<file path="config.mk">
export PLATFORM = sky130hd
export DESIGN_NAME = gesture_matcher
export DESIGN_NICKNAME = d
export VERILOG_FILES = /design/src/rtl/gesture_pkg.sv /design/src/rtl/dot2_mac.sv /design/src/rtl/gesture_matcher.sv
export SDC_FILE = /design/constraint.sdc
export NUM_CORES = 1
export LEC_CHECK = 0
export BUFFER_PORTS_ARGS = -buffer_cell sky130_fd_sc_hd__buf_2
export CELL_PAD_IN_SITES_DETAIL_PLACEMENT = 0
export CELL_PAD_IN_SITES_GLOBAL_PLACEMENT = 1
export CORE_AREA = 2 2 179 181
export CTS_BUF_LIST = sky130_fd_sc_hd__clkbuf_8
export DETAILED_ROUTE_END_ITERATION = 6
export DIE_AREA = 0 0 181 183
export PLACE_DENSITY_LB_ADDON = 0.05
export SLEW_MARGIN = 20
export SYNTH_ARGS = -nofsm -noshare
export SYNTH_HDL_FRONTEND = slang
export SYNTH_SLANG_ARGS = --single-unit
</file>
<file path="constraint.sdc">
create_clock -name i_clk -period 14 [get_ports i_clk]
set_input_delay 2.8 -clock i_clk [delete_from_list [all_inputs] [get_ports i_clk]]
set_output_delay 2.8 -clock i_clk [all_outputs]
set_load 0.01 [all_outputs]
</file>
<file path="src/rtl/gesture_pkg.sv">
// Shared types and width helpers for the gesture template matcher.
package gesture_pkg;

   typedef enum logic [1:0] {LOAD, RUN, DRAIN, OUT} state_t;

   localparam int VEC_DW = 6;

   typedef struct packed {
      logic signed [VEC_DW-1:0] x;
      logic signed [VEC_DW-1:0] y;
   } vec_t;

   // Score width that holds VEC_LEN worst-case two-term products without overflow.
   function automatic int acc_w(input int dw, input int vec_len);
      return 2*dw + 1 + $clog2(vec_len);
   endfunction

endpackage

</file>
<file path="src/rtl/dot2_mac.sv">
// Two-term signed dot product with a registered accumulator; restart loads the term alone.
module dot2_mac
   import gesture_pkg::*;
#(
   parameter int DW    = 6,
   parameter int ACC_W = acc_w(6, 16)
) (
   input  logic                    i_clk,
   input  logic                    en,
   input  logic                    restart,
   input  logic signed [DW-1:0]    a_x,
   input  logic signed [DW-1:0]    a_y,
   input  logic signed [DW-1:0]    b_x,
   input  logic signed [DW-1:0]    b_y,
   output logic signed [ACC_W-1:0] acc_next
);

   logic signed [2*DW-1:0]  ax_e, ay_e, bx_e, by_e;
   logic signed [2*DW-1:0]  prod_x, prod_y;
   logic signed [2*DW:0]    term;
   logic signed [ACC_W-1:0] term_e;
   logic signed [ACC_W-1:0] acc;

   always_comb begin
      ax_e   = {{DW{a_x[DW-1]}}, a_x};
      ay_e   = {{DW{a_y[DW-1]}}, a_y};
      bx_e   = {{DW{b_x[DW-1]}}, b_x};
      by_e   = {{DW{b_y[DW-1]}}, b_y};
      prod_x = ax_e * bx_e;
      prod_y = ay_e * by_e;
      term   = {prod_x[2*DW-1], prod_x} + {prod_y[2*DW-1], prod_y};
      term_e = {{(ACC_W-2*DW-1){term[2*DW]}}, term};
      acc_next = restart ? term_e : acc + term_e;
   end

   always_ff @(posedge i_clk) begin
      if (en) acc <= acc_next;
   end

endmodule

</file>
<file path="src/rtl/gesture_matcher.sv">
// Buffers a window of motion vectors, scores it against every library template by dot
// product and reports the best class, its score and a threshold match.
module gesture_matcher
   import gesture_pkg::*;
#(
   parameter int N_CLASS = 26,
   parameter int VEC_LEN = 16,
   parameter int DW      = 6,
   parameter int IDX_W   = $clog2(N_CLASS),
   parameter int ADDR_W  = $clog2(N_CLASS*VEC_LEN),
   parameter int ACC_W   = acc_w(DW, VEC_LEN)
) (
   input  logic                    i_clk,
   input  logic                    i_rst_n,
   input  logic                    i_clear,
   input  logic                    i_valid,
   output logic                    o_ready,
   input  logic signed [DW-1:0]    i_vec_x,
   input  logic signed [DW-1:0]    i_vec_y,
   output logic [ADDR_W-1:0]       o_lib_addr,
   input  logic signed [DW-1:0]    i_lib_x,
   input  logic signed [DW-1:0]    i_lib_y,
   input  logic signed [ACC_W-1:0] i_thresh,
   output logic                    o_valid,
   output logic [IDX_W-1:0]        o_index,
   output logic signed [ACC_W-1:0] o_score,
   output logic                    o_match
);

   localparam int T   = N_CLASS*VEC_LEN;
   localparam int K_W = (VEC_LEN > 1) ? $clog2(VEC_LEN) : 1;

   state_t                  state, state_nxt;
   logic [K_W-1:0]          k, k_p1;
   logic [IDX_W-1:0]        cls, cls_p1, best_idx, fin_idx;
   logic [ADDR_W-1:0]       addr;
   logic                    vld_p1, first_p1, last_p1;
   logic                    accept, k_last, addr_last, take, match_q;
   logic signed [DW-1:0]    win_x [VEC_LEN];
   logic signed [DW-1:0]    win_y [VEC_LEN];
   logic signed [ACC_W-1:0] acc_next, best_score, fin_score;

   assign o_ready    = (state == LOAD);
   assign o_valid    = (state == OUT);
   assign o_lib_addr = addr;
   assign accept     = o_ready && i_valid && !i_clear;
   assign k_last     = (k == K_W'(VEC_LEN-1));
   assign addr_last  = (addr == ADDR_W'(T-1));

   always_comb begin
      state_nxt = state;
      case (state)
         LOAD:    if (accept && k_last) state_nxt = RUN;
         RUN:     if (addr_last) state_nxt = DRAIN;
         DRAIN:   state_nxt = OUT;
         OUT:     state_nxt = LOAD;
         default: state_nxt = LOAD;
      endcase
      if (i_clear) state_nxt = LOAD;
   end

   // p0: address/counter stage; k doubles as the window fill count while loading
   always_ff @(posedge i_clk or negedge i_rst_n) begin
      if (!i_rst_n) begin
         state    <= LOAD;
         k        <= '0;
         cls      <= '0;
         addr     <= '0;
         vld_p1   <= 1'b0;
         first_p1 <= 1'b0;
         last_p1  <= 1'b0;
         k_p1     <= '0;
         cls_p1   <= '0;
      end else begin
         state    <= state_nxt;
         vld_p1   <= (state == RUN) && !i_clear;
         first_p1 <= (k == '0);
         last_p1  <= k_last;
         k_p1     <= k;
         cls_p1   <= cls;
         if (i_clear) begin
            k    <= '0;
            cls  <= '0;
            addr <= '0;
         end else if (state == LOAD) begin
            if (accept) k <= k_last ? '0 : k + 1'b1;
         end else if (state == RUN) begin
            k    <= k_last ? '0 : k + 1'b1;
            addr <= addr_last ? '0 : addr + 1'b1;
            if (addr_last)   cls <= '0;
            else if (k_last) cls <= cls + 1'b1;
         end
      end
   end

   always_ff @(posedge i_clk) begin
      if (accept) begin
         win_x[k] <= i_vec_x;
         win_y[k] <= i_vec_y;
      end
   end

   // p1: library data for the previous address meets the buffered vector
   dot2_mac #(.DW(DW), .ACC_W(ACC_W)) u_mac (
      .i_clk    (i_clk),
      .en       (vld_p1),
      .restart  (first_p1),
      .a_x      (win_x[k_p1]),
      .a_y      (win_y[k_p1]),
      .b_x      (i_lib_x),
      .b_y      (i_lib_y),
      .acc_next (acc_next)
   );

   // Class 0 seeds the tracker unconditionally; later classes need a strictly larger score.
   assign take      = vld_p1 && last_p1 && ((cls_p1 == '0) || (acc_next > best_score));
   assign fin_score = take ? acc_next : best_score;
   assign fin_idx   = take ? cls_p1 : best_idx;

   always_ff @(posedge i_clk) begin
      if (take) begin
         best_score <= acc_next;
         best_idx   <= cls_p1;
      end
   end

   // p2: result registers, loaded as the final class completes
   always_ff @(posedge i_clk or negedge i_rst_n) begin
      if (!i_rst_n) begin
         o_index <= '0;
         o_score <= '0;
         match_q <= 1'b0;
      end else begin
         if (state == DRAIN && !i_clear) begin
            o_index <= fin_idx;
            o_score <= fin_score;
         end
         if (state == OUT) match_q <= o_match;
      end
   end

   assign o_match = (state == OUT) ? (o_score >= i_thresh) : match_q;

endmodule

</file>
==> metrics.md <==
| Metric | Value |
|---|---|
| Ratio of final minimum period to clock period | 80.2% |
| Post-synthesis instance area | 15800 µm² |
| # hold bufs at CTS | 0 |
| Distinct cell type count after synthesis | 65 |
| Drt wl/cell | 19.2 µm |
| Post-CTS Repair Setup Buffers | 0 |
| Maximum clock path buffer count | 3 |
| Unrepaired setup endpoints after global routing | false |
| Clock latency at the later pin of the worst-skew pair | 0.61 ns |
| Rows | 65 |
| Placeable core region | 31200 µm² |
| Fraction of post-synthesis cell area in the top cell type by area | 39.8% |
| Number of nets in the synthesized netlist | 1374 |
| CP top delay family | adder cells |
| Die Footprint | 33100 µm² |
| Clk sink count | 286 |
| Setup skew after layout | 0.0394 ns |
| Arrival time of data at the critical path endpoint | 11.69 ns |
| Yosys reg bits | 286 |
| Crit path max fanout | 48 |
| Startpoint of the worst-slack reg-to-reg timing path | k_p1[0] |
| Detailed Route Iter0 Violations | 474 |
| Mean Syn Cell Area | 13.7 µm² |
| Final Hold Viols | 0 |
| Antenna violations before repair | 0 |
| PortBufs | 78 |
| Number of enable flip-flop cells after synthesis | 209 |
| Hpwl dp | 22500 µm |
| First-pass GRT wire length | 52700 µm |
| Data required, critical path | 14.46 ns |
| HP Class | flip-flop to flip-flop |
| Cell types occupying the most area after synthesis | edfxtp_1 40%, fa_1 9.3%, dfrtp_1 8.7% |
| R2R setup slack | 2.77 ns |
| Global routing usage summed across all routing layers | 20.8% |
| Synth async-reset ratio | 19.2% |
| Vias post-DR | 9107 |
| HP Start | cls[4] |
| Yosys Warn Count | 0 |
| Final number of setup-violating endpoints | 0 |
| Post-detailed-routing wire length | 32700 µm |
| CTS-repair resized insts | 0 |
| Fmax achieved | 89.1 MHz |
| Cell accounting for the most synthesized area | edfxtp_1 |
| Synthesized netlist cell count | 1151 |
| Endpoint of the worst-slack reg-to-reg timing path | o_score[6] |
| Post-synthesis to final-layout area growth | 11.1% |
| Final setup TNS | 0 ns |
| Crit Path Class | flip-flop to flip-flop |
| Max_slew headroom | 34.0% |
| Critical path capture point type | flip-flop |
| Outcome | complete, no violations |
| Crit path max-delay cell type | dfrtp_4 |
| Predominant post-synthesis flop cell | edfxtp_1 |
| Slew at the pin with the worst max-slew slack | 0.990 ns |
| Max stage delay on crit path | 1.06 ns |
| Hold depth | 0 |
| I/O Pins | 79 |
| Clock transition at the registers of the reported paths | 0.06 ns |
| CTS HTree Levels | 2 |
| Vertical die dimension | 183 µm |
| Layout net count | 1479 |
| Number of search-and-repair iterations in the first detailed-routing pass | 4 |
| Startpoint Class | flip-flop |
| Fin. max-slew vios | 0 |
| Number of routed nets with antenna violations | 0 |
| WP buf/inv | 3 |
| Worst Reg-to-Reg Cells | 32 |
| Via/cell ratio | 5.36 |
| DR DRC count | 0 |
| Sequential fraction of the synthesis area | 51.3% |
| Worst path most repeated cell | fa_1 |
| CTS tree | done |
| Fraction of layout cells with a size suffix above 1 | 19.5% |
| Fin crit period | 11.23 ns |
| Remaining Overflow, GRT | 0 |
| Vias in the first global route | 9621 |
| Initial Util | 50.5% |
| Pin count of the biggest net entering global routing | 56 |
| Clock tree root buffer cell | clkbuf_8 |
| Die width | 181 µm |
| CTS buffer count | 48 |
| Max Cap Violations | 0 |
| Worst Hold End | cls_p1[4] |
| Routability congestion estimate | 0.801 |
[kinds of logic after synthesis]
kind of cell,Yosys count,share of synthesized area (%)
and+or+nand+nor,265,8.45
DFF,286,51.3
AOI/OAI and AO/OA,137,5.92
adders and majority gates,178,17.6
muxes,92,11.0
buffers and inverters,160,3.89
xor gates and xnor gates,33,1.83
[per-layer routing]
layer	vias to the layer above	GRT usage, %	part of all wire [%]
met5	-	0	0
met4	0	5.98	2.1
met3	50	3.63	4.1
met2	150	34.3	48
met1	4548	28.6	46
li1	4359	-	-
[registers in the layout, summed over array words and instances, names as in the netlist]
name        flops
k_p1            4
win_y          96
best_idx        5
k               4
cls_p1          5
o_index         5
best_score     17
vld_p1          1
win_x          96
o_score        17
o_lib_addr      9
state           2
u_mac.acc      17
first_p1        1
match_q         1
last_p1         1
cls             5
[final cells by class]
class,instances,area (µm²)
sequential,286,8100
inverter,129,484
timing repair buffer,86,450
clock buffer,52,716
antenna,1,2.50
tap,402,503
clock inverter,37,210
fill,2667,13700
multi-input combinational,705,7070
[per-stage QoR]
stage	instance area [µm²]	worst slack [ns]	hold slack [ns]	instances	utilization, %
6_report	17500	2.77	0.410	1698	56.1
5_1_grt	17500	1.90	0.433	1697	56.1
4_1_cts	17500	2.62	0.415	1697	56.1
3_5_place_dp	16600	2.14	0.399	1608	53.2
3_3_place_gp	16600	2.29	0.389	1608	53.2
2_1_floorplan	15800	3.48	0.352	1151	-
[cell usage in the layout (no fill, tap or decap), drive strengths merged, types with 15 or more instances in the layout]
cell type  count
nand2b        16
buf           86
o21ai         32
xnor2         21
mux4          60
a21o          15
dfrtp         55
dfxtp         22
clkinv        17
fa            73
nor2          44
ha           105
and2          50
a21oi         34
nand2         87
mux2          29
clkbuf        52
inv          147
edfxtp       209
[worst max-delay path by stage]
stage | start | slack (ns) | cells past startpoint | endpoint
2_1_floorplan | i_lib_x[2] | 3.48 | 32 | o_score[10]
3_3_place_gp | i_lib_x[2] | 2.29 | 31 | o_score[6]
3_5_place_dp | i_lib_x[2] | 2.14 | 31 | o_score[7]
4_1_cts | k_p1[0] | 2.62 | 33 | o_score[7]
5_1_grt | k_p1[0] | 1.90 | 33 | o_score[7]
6_report | k_p1[0] | 2.77 | 32 | o_score[6]
[synth_stat cells, types with 3 or more instances]
| cell | instances |
|---|---|
| edfxtp_1 | 209 |
| inv_1 | 128 |
| ha_1 | 105 |
| nand2_1 | 87 |
| fa_1 | 73 |
| mux4_2 | 60 |
| dfrtp_1 | 55 |
| and2_1 | 50 |
| nor2_1 | 44 |
| a21oi_1 | 33 |
| o21ai_0 | 26 |
| dfxtp_1 | 22 |
| clkbuf_1 | 21 |
| xnor2_1 | 21 |
| mux2_2 | 20 |
| nand2b_1 | 16 |
| a21o_1 | 15 |
| nor3_1 | 14 |
| nand4_1 | 13 |
| nor2b_1 | 13 |
| xor2_1 | 12 |
| o31ai_1 | 9 |
| mux2_4 | 8 |
| a211oi_1 | 7 |
| nand3_1 | 7 |
| o21a_1 | 6 |
| buf_2 | 5 |
| o21ai_1 | 5 |
| a31oi_1 | 4 |
| buf_1 | 4 |
| or3_1 | 4 |
| and3_1 | 3 |
| mux2i_1 | 3 |
| nor3b_1 | 3 |
| nor4_1 | 3 |
| o211ai_1 | 3 |
| o21bai_1 | 3 |
| or4_1 | 3 |
Power is not shown: default switching activity piles up to over one toggle a cycle in this logic, so the estimate is an artifact.
